### config.mk
export PLATFORM = sky130hd
export DESIGN_NAME = fetch_unit
export DESIGN_NICKNAME = d
export VERILOG_FILES = /design/src/rtl/fetch_unit.sv
export SDC_FILE = /design/constraint.sdc
export NUM_CORES = 1
export LEC_CHECK = 0
export ABC_AREA = 1
export CORE_ASPECT_RATIO = 0.7
export CORE_MARGIN = 5
export CORE_UTILIZATION = 60
export DETAILED_ROUTE_END_ITERATION = 10
export GPL_TIMING_DRIVEN = 0
export PLACE_DENSITY_LB_ADDON = 0.3
export SLEW_MARGIN = 40
export SYNTH_ARGS = -nofsm -noshare
export SYNTH_HDL_FRONTEND = slang
export SYNTH_SLANG_ARGS = --single-unit
### constraint.sdc
create_clock -name clk -period 5.6 [get_ports clk]
set_input_delay 0.56 -clock clk [delete_from_list [all_inputs] [get_ports clk]]
set_output_delay 0.56 -clock clk [all_outputs]
set_load 0.03 [all_outputs]
### src/rtl/fetch_unit.sv
// ---------------------------------------------------------------------------
// fetch_unit
//   Instruction fetch stage with a small in-order fetch queue. Fetches one
//   word per cycle from a combinational instruction memory and stores
//   {pc, instr} pairs until decode accepts them. A redirect flushes the queue
//   and restarts fetch at the word-aligned target.
//
// Ports
//   clk            : clock, all state updates on the rising edge
//   rst            : synchronous active-high reset
//   imem_addr      : byte address to the instruction memory (= fetch_pc)
//   imem_instr     : instruction word for imem_addr, same cycle
//   redirect_valid : branch/jump redirect request
//   redirect_pc    : redirect target byte address
//   out_valid      : queue head holds a valid instruction
//   out_ready      : decode accepts the head this cycle
//   out_instr      : instruction at the queue head
//   out_pc         : PC of out_instr
//   queue_count    : current occupancy
//   misalign_seen  : sticky flag, set by a redirect to a non-word address
// ---------------------------------------------------------------------------
module fetch_unit #(
    parameter logic [31:0] RESET_PC    = 32'h0000_0000,
    parameter int          QUEUE_DEPTH = 4
) (
    input  logic                           clk,
    input  logic                           rst,
    output logic [31:0]                    imem_addr,
    input  logic [31:0]                    imem_instr,
    input  logic                           redirect_valid,
    input  logic [31:0]                    redirect_pc,
    output logic                           out_valid,
    input  logic                           out_ready,
    output logic [31:0]                    out_instr,
    output logic [31:0]                    out_pc,
    output logic [$clog2(QUEUE_DEPTH):0]   queue_count,
    output logic                           misalign_seen
);

    localparam int PW = $clog2(QUEUE_DEPTH);
    localparam int CW = PW + 1;
    localparam logic [CW-1:0] DEPTH_C = CW'(QUEUE_DEPTH);
    // Low bits forced to zero so fetch_pc stays word aligned even if the
    // parameter is set to an unaligned value.
    localparam logic [31:0] RESET_PC_ALIGNED = {RESET_PC[31:2], 2'b00};

    logic [31:0]   fetch_pc_reg, fetch_pc_next;
    logic [PW-1:0] head_reg, head_next;
    logic [PW-1:0] tail_reg, tail_next;
    logic [CW-1:0] count_reg, count_next;
    logic          misalign_reg, misalign_next;

    // Queue storage. Read combinationally at the head so out_* need no extra
    // register stage; entries are reset so out_* read 0 until the first push.
    logic [31:0] pc_q    [QUEUE_DEPTH];
    logic [31:0] instr_q [QUEUE_DEPTH];

    logic pop;
    logic push;
    logic full;

    assign full = (count_reg == DEPTH_C);
    assign pop  = (count_reg != '0) && out_ready;
    // A pop in the same cycle frees a slot, so a full queue can still accept.
    assign push = !redirect_valid && (!full || pop);

    always_comb begin
        fetch_pc_next = fetch_pc_reg;
        head_next     = head_reg;
        tail_next     = tail_reg;
        count_next    = count_reg;
        misalign_next = misalign_reg;

        if (redirect_valid) begin
            // Redirect wins over push and pop: flush and refetch from target.
            fetch_pc_next = {redirect_pc[31:2], 2'b00};
            head_next     = '0;
            tail_next     = '0;
            count_next    = '0;
            if (redirect_pc[1:0] != 2'b00) begin
                misalign_next = 1'b1;
            end
        end else begin
            if (push) begin
                fetch_pc_next = fetch_pc_reg + 32'd4;
                tail_next     = tail_reg + PW'(1);
            end
            if (pop) begin
                head_next = head_reg + PW'(1);
            end
            case ({push, pop})
                2'b10:   count_next = count_reg + CW'(1);
                2'b01:   count_next = count_reg - CW'(1);
                default: count_next = count_reg;
            endcase
        end
    end

    always_ff @(posedge clk) begin
        if (rst) begin
            fetch_pc_reg <= RESET_PC_ALIGNED;
            head_reg     <= '0;
            tail_reg     <= '0;
            count_reg    <= '0;
            misalign_reg <= 1'b0;
        end else begin
            fetch_pc_reg <= fetch_pc_next;
            head_reg     <= head_next;
            tail_reg     <= tail_next;
            count_reg    <= count_next;
            misalign_reg <= misalign_next;
        end
    end

    // One write port per entry, enabled when the tail points at it.
    generate
        for (genvar gi = 0; gi < QUEUE_DEPTH; gi++) begin : g_entry
            always_ff @(posedge clk) begin
                if (rst) begin
                    pc_q[gi]    <= '0;
                    instr_q[gi] <= '0;
                end else if (push && (tail_reg == PW'(gi))) begin
                    pc_q[gi]    <= fetch_pc_reg;
                    instr_q[gi] <= imem_instr;
                end
            end
        end
    endgenerate

    assign imem_addr     = fetch_pc_reg;
    assign out_valid     = (count_reg != '0);
    assign out_pc        = pc_q[head_reg];
    assign out_instr     = instr_q[head_reg];
    assign queue_count   = count_reg;
    assign misalign_seen = misalign_reg;

endmodule

==> results.cfg, run 1 <==
[floorplan]
die_area_um2 = 24850
die_w_um = 186.3
placementRows = 45
die_h_um = 133.4
start_util = 0.6053
core_um2 = 21560
io_pins = 169

[clock_tree]
worstSkewPairLatency_ns = 0.53
htreeDepth = 1
cts_resized = 0
root_buffer = clkbuf_16
ctsHoldBuffers = 0
cts_made_buffers = 27
cts_buffer_depth = 3
cts.sinks = 288
post_cts_buffers = 0
clkTransAtPathRegs_ns = 0.06
cts_tree = yes

[drt]
dr_wl_met2_um = 16270
wirelength_met1_um = 14670
wl_met3_um = 4526
dr.pass1.iters = 6
vias_per_cell = 5.840
highest_layer = met4
vias = 10850
drc = 0
wl_per_cell_um = 19.48
drt-initial-drc-count = 1293
final_antenna_net_count = 0
wl_um = 36200

[cells_and_area]
largest_register_ff_count = 128
syn_to_final_growth_pct = 22.99
num-fill-cells = 1502
regMostFlops = instr_q
final_cell_area_um2 = 16050
nNetsFinal = 1631
drive_gt1_frac = 0.07678
diodes = 0
stdcell_count = 1858

[synthesis]
yosysMostFrequentCell = nor2_1
netlist_instances = 1356
synthesis.area_um2 = 13050
synth_flop_cell = edfxtp_1
netlist_top_cells_count = nor2_1 (406), edfxtp_1 (248), o21ai_0 (143), nand2_1 (136), inv_1 (100)
synth.top_cell.area_share = 0.5706
synth_seq_cells = 288
synth_area_leaders = edfxtp_1 (57%), nor2_1 (12%), dfxtp_1 (6.1%)
postSynthAreaPerCell_um2 = 9.626
ys_warn_count = 0
async_flop_share = 0
yosysSeqAreaShare = 0.6319
synth_edf_count = 248
yosysTopAreaCell = edfxtp_1
synthDistinctLibCells = 30

[worst_setup_path]
ff2ff_setup_slack_ns = 3.28
crit_required_ns = 5.04
timing.rr.end = instr_q[0][0]
cpLargestDelayFamily = buffers and inverters
crit_arrival_ns = 3.14
slowest_delay_ns = 0.75
worstRegToRegCells = 9
cp_common_cell = clkbuf_1
critPathSlowestCell = clkdlybuf4s50_1
worstPathMaxFanout = 10
startpoint_type = flip-flop
crit_chain = clkbuf_1, inv_1, clkbuf_1, o21ai_0, o22ai_1, clkdlybuf4s50_1
cp_num_buf_inv = 4
crit_type = reg -> out
r2r_start = queue_count[0]
endpoint_kind = output pin

[power_and_ir_drop]
p_leak_nw = 6.094
power_mw = 4.882
vdd.ir_drop.worst_uv = 201.5
powerDensity_nw_per_um2 = 304.1

[sta]
fin_crit_sh = 0.6610
fin_crit_ns = 3.701
rsz0062_at_grt = false
fin_tns_setup_ns = 0
final.setup_skew_ns = 0.008206
finalSetupViolCount = 0
whs_ns = 0.4568
fmax_mhz = 270.2
tightest_slew_ns = 0.6223
max_slew_margin = 0.5852
timing.final.hold_violations = 0
final-max-slew-violation-count = 0

[status]
status = completed

[placement]
place_area_um2 = 15210
place_congestion = 0.9124
dpl.hpwl_um = 24510
port_buffers = 163
dp_cells = 1810

[global_routing]
grt_pass1_vias = 10430
grt_pass1_wl_um = 55900
grt_max_degree = 37
grt_overflow_total = 0
antenna_found_initial = 0
track_usage = 0.2875

[worst_hold_path]
hold_path_depth = 3
hold_path_end = imem_addr[10]
hold_class = in -> reg
worstHoldStart = redirect_valid

[run]
maxCapViolCount = 0
[metal layers]
metal | vias to the layer above | global-route usage
met2 | 724 | 0.4341
met1 | 5104 | 0.4311
met5 | - | 0
met4 | 0 | 0.06675
li1 | 4954 | -
met3 | 68 | 0.06332
[cell families after synthesis]
kind of cell,Yosys count,synth area share
compound gates,264,0.1087
xor+xnor,3,0.002013
fa+ha+maj,6,0.006327
buf+inv,187,0.06049
flops,288,0.6319
other cells,1,0.0002873
simple gates,607,0.1903
[worst min-delay path, delay by kind of cell]
| family | cells | cell delay (ns) |
|---|---|---|
| compound gates | 1 | 0.07 |
| buf+inv | 2 | 0.31 |
[final cells by class]
type | count | area (um2) | area share
clock buffer | 32 | 694.4 | 0.04326
timing repair buffer | 169 | 1759 | 0.1096
buffer | 81 | 389.1 | 0.02424
tap | 282 | 352.8 | 0.02198
clock inverter | 16 | 152.6 | 0.009509
sequential | 288 | 8248 | 0.5138
inverter | 106 | 400.4 | 0.02494
multi-input combinational | 884 | 4056 | 0.2527
[through the flow]
step,worst slack (ns),utilization
after floorplan,2.574,-
after global placement,1.067,0.6978
after detailed placement,2.574,0.7051
after CTS,1.996,0.7444
after global routing,1.845,0.7444
final,1.899,0.7444
[worst max-delay path by stage]
| stage | depth (start not counted) | endpoint | slack [ns] | start |
|---|---|---|---|---|
| after global routing | 6 | out_pc[30] | 1.84 | flip-flop |
| final | 6 | out_pc[30] | 1.90 | flip-flop |
| after floorplan | 7 | instr_q[0][0] | 2.57 | redirect_valid |
| after CTS | 6 | out_pc[20] | 2.00 | flip-flop |
| after detailed placement | 6 | out_pc[30] | 2.57 | flip-flop |
| after global placement | 8 | instr_q[0][18] | 1.07 | out_ready |
[placed cells by master, fill, tap and decap left out, types with 5 or more instances in the layout]
cell type | netlist | routed
inv_2 | 5 | 5
buf_12 | 0 | 5
a21oi_1 | 30 | 30
clkdlybuf4s50_1 | 0 | 163
clkbuf_1 | 37 | 42
clkinv_1 | 0 | 7
edfxtp_1 | 248 | 248
nor2_1 | 406 | 406
o21ai_0 | 143 | 143
inv_1 | 100 | 100
nand2_1 | 136 | 132
o21ai_1 | 19 | 19
nor2_4 | 5 | 5
nand3_1 | 41 | 41
buf_4 | 7 | 7
ha_1 | 5 | 5
nor2_2 | 5 | 5
dfxtp_1 | 40 | 40
a31oi_1 | 7 | 7
o22ai_1 | 62 | 62
nand2_4 | 2 | 6
clkbuf_16 | 0 | 27
buf_2 | 35 | 35
[report_power, final]
part           internal (mW)  total (mW)  leakage [nW]  switching, mW
Sequential              2.44        2.48          2.95         0.0468
Combinational          0.219       0.611          2.73          0.392
Clock                   1.02        1.79         0.412          0.767
Power figures use the tool's default switching activity.
==> run 2, diff against run 1 <==
CORE_UTILIZATION = 56   (was 60)
clock period = 3.49 ns   (was 5.6 ns; I/O delays follow)
==> run 2 against run 1 <==
  * Global-route usage down 1.6 points
  * Utilization down 3.9 points
  * Hold slack worse by 0.21 ns
  * Clock power up 58%
  * Highest routed layer unchanged
  * Sequential share of layout area down 0.084 points
  * Design area up 0.16%
  * Power up 59%
  * Combinational power up 60%
==> results.cfg, run 2 (synthesized netlist as in run 1, its figures left out) <==
[worst_hold_path]
hold_class = in -> reg
hold_path_depth = 3

[power_and_ir_drop]
powerDensity_nw_per_um2 = 484.2
p_leak_nw = 6.105
vdd.ir_drop.worst_uv = 397.8
power_mw = 7.786

[drt]
wl_um = 36370
drt-initial-drc-count = 1305
wl_per_cell_um = 19.25
vias_per_cell = 5.704
dr.pass1.iters = 6
final_antenna_net_count = 0
vias = 10774
drc = 0

[sta]
tightest_slew_ns = 0.7334
fmax_mhz = 301.5
timing.final.hold_violations = 0
whs_ns = 0.2494
final.setup_skew_ns = 0.01035
max_slew_margin = 0.5110
rsz0062_at_grt = false
fin_tns_setup_ns = 0
final-max-slew-violation-count = 0
fin_crit_ns = 3.317
finalSetupViolCount = 0
fin_crit_sh = 0.9505

[floorplan]
start_util = 0.5727
die_w_um = 192.5
core_um2 = 22790
io_pins = 169
die_h_um = 137.7
placementRows = 46
die_area_um2 = 26510

[placement]
place_congestion = 0.9318
port_buffers = 163
dpl.hpwl_um = 24580

[clock_tree]
cts_buffer_depth = 3
cts.sinks = 288
clkTransAtPathRegs_ns = 0.07
cts_tree = yes
cts_made_buffers = 28
worstSkewPairLatency_ns = 0.54
post_cts_buffers = 0
htreeDepth = 1
root_buffer = clkbuf_16

[worst_setup_path]
crit_type = reg -> out
cp_common_cell = buf_2
crit_arrival_ns = 2.97
critPathSlowestCell = clkdlybuf4s50_1
endpoint_kind = output pin
slowest_delay_ns = 0.74
worstPathMaxFanout = 10
startpoint_type = flip-flop
crit_chain = buf_2, inv_1, buf_2, buf_2, nor2_1, o22ai_1, clkdlybuf4s50_1
worstRegToRegCells = 8
crit_required_ns = 3.14

[cells_and_area]
largest_register_ff_count = 128
final_common_cell = nor2_1
final_cell_mix = nor2_1 (406), edfxtp_1 (248), clkdlybuf4s50_1 (162)
regMostFlops = instr_q
syn_to_final_growth_pct = 23.19
drive_gt1_frac = 0.07863
nNetsFinal = 1632
diodes = 0

[status]
status = completed

[global_routing]
grt_overflow_total = 0
grt_pass1_wl_um = 56160
grt_pass1_vias = 10538
grt_max_degree = 38
antenna_found_initial = 0
track_usage = 0.2718

[run]
maxCapViolCount = 0
-- run 2: path summary, 6_finish.rpt --
path                        from             end  slack [ns]
setup reg to reg  queue_count[0]  instr_q[1][19]        1.18
hold reg to reg    misalign_seen   misalign_seen        0.46
setup / recovery       flip-flop      out_pc[24]        0.17
hold / removal    redirect_valid   imem_addr[10]        0.25
-- run 2: area by class of cell --
class	instances	area [um2]
Multi-Input combinational cell	884	4056
Fill cell	1684	6713
Inverter	106	400.4
Clock inverter	9	67.56
Sequential cell	288	8248
Tap cell	312	390.4
Clock buffer	40	767.0
Buffer	81	395.4
Timing Repair Buffer	169	1754
-- run 2: critical path, delay by kind of cell (launching register included) --
kind,cells,cell delay (ns)
AOI/OAI and AO/OA,1,0.28
buffers and inverters,5,1.78
DFF,1,0.29
and+or+nand+nor,1,0.06
-- run 2: report_power, final --
group | leakage (nW) | switching, mW | internal, mW
logic | 2.75 | 0.626 | 0.349
clock network | 0.399 | 1.23 | 1.59
registers | 2.95 | 0.0748 | 3.91
-- run 2: repair_timing --
item / CTS / global route
hold buffers: 0 / 0
resized for setup: 0 / 11
setup endpoints to repair: 0 / 8
-- run 2: routing by layer --
layer | track usage | part of all wire | up-vias
met5 | 0 | 0 | -
met4 | 0.06770 | 0.021 | 0
met3 | 0.06054 | 0.13 | 69
met2 | 0.4195 | 0.44 | 673
met1 | 0.3964 | 0.41 | 5065
li1 | - | - | 4967
-- run 2: through the flow --
step | area [um2] | utilization | worst slack, ns | instances
finish | 16080 | 0.7055 | 0.1728 | 1889
global route | 16080 | 0.7055 | 0.07305 | 1889
global placement | 15090 | 0.6619 | -0.8547 | 1834
floorplan | 13060 | - | 0.5007 | 1359
CTS | 16070 | 0.7051 | 0.0005007 | 1889
detailed placement | 15240 | 0.6685 | 0.5863 | 1840
